--- config.mk ---
export PLATFORM = sky130hd
export DESIGN_NAME = maxpool_relu
export DESIGN_NICKNAME = d
export VERILOG_FILES = /design/src/rtl/cnn_pkg.sv /design/src/rtl/pool_addr_gen.sv /design/src/rtl/maxpool_relu.sv
export SDC_FILE = /design/constraint.sdc
export NUM_CORES = 1
export LEC_CHECK = 0
export ABC_CLOCK_PERIOD_IN_PS = 7410
export CAP_MARGIN = 20
export CORE_MARGIN = 3
export CORE_UTILIZATION = 33
export DETAILED_ROUTE_END_ITERATION = 6
export SETUP_SLACK_MARGIN = 0.5
export SYNTH_ARGS = -nofsm -noshare
export SYNTH_HDL_FRONTEND = slang
export SYNTH_SLANG_ARGS = --single-unit
--- constraint.sdc ---
create_clock -name clk_en -period 7.41 [get_ports clk_en]
set_input_delay 1.1115 -clock clk_en [delete_from_list [all_inputs] [get_ports clk_en]]
set_output_delay 1.1115 -clock clk_en [all_outputs]
set_load 0.1 [all_outputs]
--- src/rtl/cnn_pkg.sv ---
// cnn_pkg: shared state encoding and geometry helpers for the CNN pipeline blocks
package cnn_pkg;
    typedef enum logic {IDLE, SCAN} pool_state_t;

    function automatic int out_dim(input int in_dim, input int pool, input int stride);
        return (in_dim - pool) / stride + 1;
    endfunction

    function automatic int bits(input int n);
        return n < 2 ? 1 : $clog2(n);
    endfunction
endpackage

--- src/rtl/pool_addr_gen.sv ---
// pool_addr_gen: walks windows row-major and elements row-major within each window
module pool_addr_gen import cnn_pkg::*; #(
    parameter int in_width = 3,
    parameter int in_height = 3,
    parameter int pool_size = 2,
    parameter int pool_stride = 1,
    localparam int out_w = out_dim(in_width, pool_size, pool_stride),
    localparam int out_h = out_dim(in_height, pool_size, pool_stride),
    localparam int idx_bits = bits(in_width * in_height),
    localparam int slot_bits = bits(out_w * out_h),
    localparam int cnt_bits = bits(in_width > in_height ? in_width : in_height)
) (
    input  logic                 clk_en,
    input  logic                 rst_n,
    input  logic                 step,
    output logic [idx_bits-1:0]  idx,
    output logic [slot_bits-1:0] slot,
    output logic                 first,
    output logic                 last,
    output logic                 last_run
);
    logic [cnt_bits-1:0] kx, ky, ocol, orow;
    logic kx_end, ky_end, ocol_end, orow_end;

    always_comb begin
        kx_end = kx == cnt_bits'(pool_size - 1);
        ky_end = ky == cnt_bits'(pool_size - 1);
        ocol_end = ocol == cnt_bits'(out_w - 1);
        orow_end = orow == cnt_bits'(out_h - 1);
        first = kx == '0 && ky == '0;
        last = kx_end && ky_end;
        last_run = last && ocol_end && orow_end;
        idx = idx_bits'((int'(orow) * pool_stride + int'(ky)) * in_width + int'(ocol) * pool_stride + int'(kx));
        slot = slot_bits'(int'(orow) * out_w + int'(ocol));
    end

    // every counter wraps to zero after the last element, so a new run needs no clear
    always_ff @(posedge clk_en) begin
        if (!rst_n) begin
            kx <= '0;
            ky <= '0;
            ocol <= '0;
            orow <= '0;
        end else if (step) begin
            kx <= kx_end ? '0 : kx + 1'b1;
            if (kx_end) ky <= ky_end ? '0 : ky + 1'b1;
            if (last) ocol <= ocol_end ? '0 : ocol + 1'b1;
            if (last && ocol_end) orow <= orow_end ? '0 : orow + 1'b1;
        end
    end
endmodule

--- src/rtl/maxpool_relu.sv ---
// maxpool_relu: sequential max pooling with ReLU over a captured conv result map
module maxpool_relu import cnn_pkg::*; #(
    parameter int in_width = 3,
    parameter int in_height = 3,
    parameter int data_width = 6,
    parameter int pool_size = 2,
    parameter int pool_stride = 1,
    localparam int out_width = out_dim(in_width, pool_size, pool_stride),
    localparam int out_height = out_dim(in_height, pool_size, pool_stride),
    localparam int idx_bits = bits(in_width * in_height),
    localparam int slot_bits = bits(out_width * out_height)
) (
    input  logic                                         clk_en,
    input  logic                                         rst_n,
    input  logic                                         pool_en,
    input  logic [in_width*in_height*data_width-1:0]     feature,
    output logic [out_width*out_height*data_width-1:0]   result,
    output logic                                         pool_fin,
    output logic                                         busy
);
    pool_state_t state;
    logic [in_width*in_height*data_width-1:0] fbuf;
    logic signed [data_width-1:0] run_max, elem, cur_max;
    logic [idx_bits-1:0] idx;
    logic [slot_bits-1:0] slot;
    logic first, last, last_run;

    pool_addr_gen #(
        .in_width(in_width),
        .in_height(in_height),
        .pool_size(pool_size),
        .pool_stride(pool_stride)
    ) u_addr (
        .clk_en(clk_en),
        .rst_n(rst_n),
        .step(state == SCAN),
        .idx(idx),
        .slot(slot),
        .first(first),
        .last(last),
        .last_run(last_run)
    );

    always_comb begin
        elem = fbuf[int'(idx)*data_width +: data_width];
        cur_max = (first || elem > run_max) ? elem : run_max;
    end

    always_ff @(posedge clk_en) begin
        if (!rst_n) begin
            state <= IDLE;
            result <= '0;
            run_max <= '0;
            pool_fin <= 1'b0;
            busy <= 1'b0;
        end else begin
            pool_fin <= 1'b0;
            if (state == IDLE) begin
                if (pool_en) begin
                    fbuf <= feature;
                    state <= SCAN;
                    busy <= 1'b1;
                end
            end else begin
                run_max <= cur_max;
                if (last) result[int'(slot)*data_width +: data_width] <= cur_max[data_width-1] ? '0 : cur_max;
                if (last_run) begin
                    state <= IDLE;
                    busy <= 1'b0;
                    pool_fin <= 1'b1;
                end
            end
        end
    end
endmodule
==> reports/metrics.yaml, run 1 <==
yosys:
  synth_flop_cell: "edfxtp_1"
  synth-seq-cells: 95
  synthesis.nets: 411
  syn_area_um2: 4220
  async_flop_share: 0
  ys_warn_count: 0
  synth-edff-count: 54
  seq_area_frac_synth: 0.579
  syn_area_per_cell_um2: 12.7
  synthDistinctLibCells: 50
  synth_cells: 332
pwr:
  p_per_area_nw_per_um2: 214
  p_seq_frac: 0.500
  ir_drop_mv: 0.187
  power.switching_mw: 0.288
  power_mw: 1.17
  pwr-share-clk: 0.360
  leakage_nw: 2.01
  p_int_mw: 0.882
  sw_frac_of_total: 0.246
  p_comb_frac: 0.140
setup_path:
  path_cells: "ha_1 > fa_1 > ha_1 > ha_1 > inv_1 > fa_1 > xnor2_2 > mux2_1 > o22ai_1 > o41a_1 > inv_1 > ha_1 > nand4_1 > a21oi_1 > a2bb2oi_2 > nor2_1 > a32oi_1 > mux2i_1 > a32o_1"
  critPathTopFamily: "adder cells"
  worst-path-buf-inv: 2
  crit_type: "flop to flop"
  crit_path_top_delay_cell: "xnor2_2"
  path_max_fanout: 16
  crit_path_start_kind: "flop"
  cpMostUsedCell: "ha_1"
  end_kind: "flop"
  slowest_delay_ps: 740
  required_ps: 7650
  crit_arrival_ps: 6330
die:
  initial_utilization: 0.344
  die_w_um: 119
  boundaryPins: 83
  die-height_um: 119
  dieArea_um2: 14200
  rows: 40
  core_um2: 12300
place:
  gp_congestion: 0.871
  dpl_cell_area_um2: 5210
  portBuffers: 82
  dp_hpwl_mm: 6.58
sta:
  grt_setup_unrepaired: "false"
  setup_viol: 0
  slew_violations: 0
  setup-tns-final_ps: 0
  relSlewSlack: 0.342
  fmax_ghz: 0.164
  min_period_over_period: 0.822
  hold_violations: 0
  worstMarginPinSlew_ps: 984
  final.min_clock_period_ps: 6090
  skew_ps: 5.25
routing:
  drc: 0
  postRouteAntennaNets: 0
  firstDrtPassIters: 6
  drtIter0Drc: 156
  vias_per_cell: 4.87
  vias: 2864
  wirelength_mm: 8.87
  detail_route.wl_per_cell_um: 15.1
global_routing:
  grt_max_degree: 55
  grt_pass1_vias: 2904
  globalRoute.totalOverflow: 0
  antenna_found_initial: 0
  grt_pass1_wl_mm: 14.5
  grtUsageTotal: 0.131
clock_tree:
  clk_pin_slew_ps: 60
  postCtsSetupRepairBufs: 0
  postCtsHoldBufs: 0
  clkLatencyLatePin_ps: 350
  ctsHtreeMaxLevel: 3
  cts_root_buffer: "clkbuf_16"
  clock-sinks: 95
  ctsLongestPathBuffers: 2
  ctsResizeCount: 0
  cts_tree: "built"
  cts_buffers: 9
cells_and_area:
  drive_gt1_frac: 0.0833
  diodes: 0
  fin_util: 0.446
  seq_area_um2: 2440
  stdcell_area_um2: 5470
  fillCellCount: 1132
  nets: 494
  syn2layout_area_growth_pct: 29.7
  multiInputGateArea_um2: 1640
flow_run:
  cap_violations: 0
hold_path:
  hold_path_class: "flop to flop"
run_status:
  status: "finished, final reports clean"
==> synthesized netlist by cell type (all sizes together) (4+ instances only) <==
cell	n	area (µm²)
a32oi	5	73.8
a21oi	9	45.0
fa	4	80.1
xnor2	5	51.3
nand2b	4	25.0
clkbuf	8	30.0
a32o	6	60.1
ha	18	225
and3	12	75.1
mux4	6	135
nand2	18	67.6
o22ai	6	37.5
mux2i	7	70.1
nor2	38	143
edfxtp	54	1620
mux2	6	67.6
a211oi	4	30.0
inv	21	78.8
a2bb2oi	14	129
dfxtp	41	821
o211ai	5	37.5
or4	5	37.5
and2	5	31.3
==> registers in the layout, indices dropped and copies added (netlist names) <==
register,cells
fbuf,54
result,24
run_max,6
u_addr.kx,2
u_addr.ky,2
u_addr.ocol,2
u_addr.orow,2
busy,1
pool_fin,1
state,1
==> routing by layer <==
metal | share of wire | wire (µm) | GRT usage
met5 | 0 | 0 | 0
met4 | 0.019 | 168 | 0.0492
met3 | 0.072 | 640 | 0.0470
met2 | 0.45 | 4030 | 0.203
met1 | 0.45 | 4030 | 0.166
==> worst register-to-register path, delay by kind of cell, from the launching register on <==
kind            cells  cell delay [ps]
mux                 2              560
flops               1              350
fa+ha+maj           6             2120
simple gates        2              320
compound gates      6             1730
xor+xnor            1              740
buf+inv             2              150
==> placed cells by master, fill, tap and decap left out, types with 2 or more instances in the layout <==
cell             instances
clkdlybuf4s50_1         82
edfxtp_1                54
dfxtp_1                 41
nor2_1                  38
inv_1                   21
nand2_1                 18
ha_1                    18
a2bb2oi_1               13
and3_1                  11
a21oi_1                  9
clkbuf_16                9
mux2i_1                  7
mux4_2                   6
o22ai_1                  6
a32o_1                   6
o211ai_1                 5
and2_1                   5
or4_1                    5
nand2b_1                 4
a211oi_1                 4
xnor2_1                  4
a32oi_2                  4
fa_1                     4
nand3_1                  3
xor2_1                   3
mux2_1                   3
mux2_2                   3
clkinv_1                 3
nor3_1                   3
o21ai_1                  2
or2_2                    2
clkinvlp_4               2
==> path summary, 6_finish.rpt <==
check	from	cells after the start	to	slack [ps]
worst max-delay path	u_addr.orow[0]$_SDFFE_PN0P_	19	result[6]$_SDFFE_PN0P_	1320
worst min-delay path	result[11]$_SDFFE_PN0P_	1	result[11]$_SDFFE_PN0P_	480
worst max register to register	u_addr.orow[0]$_SDFFE_PN0P_	19	result[6]$_SDFFE_PN0P_	1320
worst min register to register	result[11]$_SDFFE_PN0P_	1	result[11]$_SDFFE_PN0P_	480
==> cells by family (layout without fill, tap and decap cells) <==
family          after synthesis  in the layout  share of synthesized area
compound gates               59             59                      0.123
buf+inv                      33            121                     0.0320
fa+ha+maj                    22             22                     0.0724
simple gates                 96             96                      0.111
mux                          19             19                     0.0646
xor+xnor                      8              8                     0.0184
flops                        95             95                      0.579
==> stage by stage <==
| step | setup slack, ps | hold slack (ps) | std cells |
|---|---|---|---|
| after floorplan | 2250 | 470 | 332 |
| after global placement | 1520 | 463 | 572 |
| after detailed placement | 1270 | 467 | 572 |
| after CTS | 1240 | 484 | 588 |
| after global routing | 899 | 507 | 588 |
| final | 1320 | 479 | 588 |
==> final cells by class <==
type | count | share of cell area
Sequential cell | 95 | 0.446
Multi-Input combinational cell | 204 | 0.300
Timing Repair Buffer | 83 | 0.151
Clock buffer | 10 | 0.0418
Tap cell | 168 | 0.0384
Inverter | 22 | 0.0151
Clock inverter | 6 | 0.00663
==> power by group through the flow <==
stage | registers [mW] | clock network [mW] | logic (mW)
after global routing | 0.586 | 0.456 | 0.182
after global placement | 0.596 | 0 | 0.162
final | 0.585 | 0.422 | 0.164
after detailed placement | 0.596 | 0 | 0.166
after floorplan | 0.598 | 0 | 0.103
after CTS | 0.585 | 0.437 | 0.166
(Power assumes the default switching activity.)
==> inputs of run 2 (changes only) <==
- ABC_CLOCK_PERIOD_IN_PS: 7410 -> 6300
- clock period: 7.41 -> 6.3 ns (I/O delays scaled with it)
==> run 2 against run 1 <==
Compared with the run above: hold slack gained 1.7 ps; die area is the same; non-clock buffer count grew 5; utilization grew 0.59 points; clock-buffer cell count grew 2; via count grew 0.77%; critical path depth is the same; cell count grew 0.85%; largest cell class unchanged; highest routed layer unchanged.
==> reports/metrics.yaml, run 2 (same netlist as run 1, synthesis figures left out) <==
sta:
  relSlewSlack: 0.344
  min_period_over_period: 0.872
  fmax_ghz: 0.182
  setup_viol: 0
  slew_violations: 0
  skew_ps: 7.86
  worstMarginPinSlew_ps: 981
  setup-tns-final_ps: 0
  grt_setup_unrepaired: "false"
  hold_violations: 0
  final.min_clock_period_ps: 5490
pwr:
  power.switching_mw: 0.334
  ir_drop_mv: 0.141
  p_int_mw: 1.05
  sw_frac_of_total: 0.242
  p_comb_frac: 0.148
  p_seq_frac: 0.498
  pwr-share-clk: 0.354
  p_per_area_nw_per_um2: 249
  leakage_nw: 2.04
cells_and_area:
  nets: 499
  reg.largest.list: "fbuf: 54 flops, result: 24 flops, run_max: 6 flops"
  syn2layout_area_growth_pct: 31.4
  diodes: 0
  largest_register_ff_count: 54
  final_cell_mix: "82 x clkdlybuf4s50_1, 54 x edfxtp_1, 41 x dfxtp_1"
  final_common_cell: "clkdlybuf4s50_1"
  regMostFlops: "fbuf"
  drive_gt1_frac: 0.0988
  stdcell_area_um2: 5540
die:
  boundaryPins: 83
  die-height_um: 119
  dieArea_um2: 14200
  die_w_um: 119
  rows: 40
  core_um2: 12300
  initial_utilization: 0.344
place:
  gp_congestion: 0.911
  portBuffers: 82
  dpl_cell_area_um2: 5230
  dp_hpwl_mm: 6.68
setup_path:
  reg2regPathDepth: 19
  crit_path_top_delay_cell: "mux4_2"
  end_kind: "flop"
  r2r_start: "u_addr.orow[0]$_SDFFE_PN0P_"
  crit_path_start_kind: "flop"
  ff2ff_setup_slack_ps: 810
  slowest_delay_ps: 520
  path_max_fanout: 14
  required_ps: 6520
  cpMostUsedCell: "ha_1"
  worstReg2RegEnd: "result[7]$_SDFFE_PN0P_"
  crit_type: "flop to flop"
  crit_arrival_ps: 5720
  path_cells: "ha_1 > fa_1 > ha_1 > ha_1 > inv_1 > fa_1 > xnor2_2 > buf_4 > mux4_2 > mux2i_1 > mux2i_1 > ha_1 > nand4_1 > a21oi_1 > a2bb2oi_4 > nor2_4 > a32oi_2 > o22ai_1 > a32o_1"
clock_tree:
  cts_tree: "built"
  cts_root_buffer: "clkbuf_16"
  postCtsHoldBufs: 0
  clk_pin_slew_ps: 60
  ctsLongestPathBuffers: 2
  clock-sinks: 95
  ctsHtreeMaxLevel: 3
  clkLatencyLatePin_ps: 340
  cts_buffers: 9
hold_path:
  holdPathEnd: "result[11]$_SDFFE_PN0P_"
  whs_path_depth: 1
  min_from: "result[11]$_SDFFE_PN0P_"
  hold_path_class: "flop to flop"
global_routing:
  grt_pass1_vias: 2954
  grt_pass1_wl_mm: 14.6
  antenna_found_initial: 0
  grt_max_degree: 55
  grtUsageTotal: 0.127
  globalRoute.totalOverflow: 0
run_status:
  status: "finished, final reports clean"
routing:
  detail_route.wl_per_cell_um: 14.9
  drtIter0Drc: 176
  firstDrtPassIters: 4
  vias_per_cell: 4.87
  postRouteAntennaNets: 0
  wirelength_mm: 8.85
  drc: 0
  vias: 2886
flow_run:
  cap_violations: 0
==> run 2: cell count changes in the layout (fill, tap and decap cells not counted), sizes merged <==
| cell | change |
|---|---|
| buf | +5 |
| clkbuf | +2 |
| clkinv | -1 |
| clkinvlp | -1 |
==> run 2: area by class of cell <==
class | count | area [µm²]
Clock inverter | 4 | 31.3
Timing Repair Buffer | 88 | 866
Inverter | 22 | 82.6
Fill cell | 1151 | 6720
Tap cell | 168 | 210
Sequential cell | 95 | 2440
Multi-Input combinational cell | 204 | 1680
Clock buffer | 12 | 236
==> run 2: timing repair <==
item	CTS	global route
setup endpoints to repair	4	19
gates cloned	0	0
pin swaps	1	1
setup buffers	1	1
gates resized for setup	0	5
==> run 2: layer usage <==
layer / share of wire / vias to the layer above / wire length [µm] / track usage
met2: 0.46 / 89 / 4070 / 0.207
met5: 0 / - / 0 / 0
li1: - / 1418 / - / -
met4: 0.011 / 0 / 98 / 0.0369
met3: 0.060 / 11 / 527 / 0.0404
met1: 0.47 / 1368 / 4150 / 0.162
==> run 2: how the worst max path moves through the flow <==
stage / start / end / slack, ps / depth (start not counted)
floorplan: u_addr.orow[0]$_SDFFE_PN0P_ / result[18]$_SDFFE_PN0P_ / 1140 / 19
global placement: u_addr.orow[0]$_SDFFE_PN0P_ / result[16]$_SDFFE_PN0P_ / 680 / 20
detailed placement: u_addr.orow[0]$_SDFFE_PN0P_ / result[16]$_SDFFE_PN0P_ / 500 / 20
CTS: u_addr.orow[0]$_SDFFE_PN0P_ / result[16]$_SDFFE_PN0P_ / 640 / 19
global route: u_addr.ky[0]$_SDFFE_PN0P_ / result[16]$_SDFFE_PN0P_ / 520 / 19
finish: u_addr.orow[0]$_SDFFE_PN0P_ / result[7]$_SDFFE_PN0P_ / 810 / 19
==> run 2: power groups by stage <==
stage	registers [mW]	clock network (mW)	logic (mW)
3_3_place_gp	0.701	0	0.191
4_1_cts	0.687	0.506	0.198
2_1_floorplan	0.703	0	0.121
5_1_grt	0.690	0.525	0.225
3_5_place_dp	0.701	0	0.195
6_report	0.688	0.490	0.205
==> run 2: critical path, delay by kind of cell (launching register included) <==
family	cells	cell delay [ps]
AO/OA/AOI/OAI	5	1270
XOR/XNOR	1	210
adder cells (fa/ha/maj)	6	2100
buffers and inverters	2	340
flip-flops	1	350
multiplexers	3	870
AND/OR/NAND/NOR	2	210
==> run 2: through the flow <==
step	total power, mW	util	worst slack (ps)	std cells	hold slack, ps
floorplan	0.824	-	1140	332	470
global placement	0.892	0.426	676	575	464
detailed placement	0.896	0.426	502	575	476
CTS	1.39	0.449	642	592	484
global route	1.44	0.452	522	593	508
finish	1.38	0.452	806	593	480
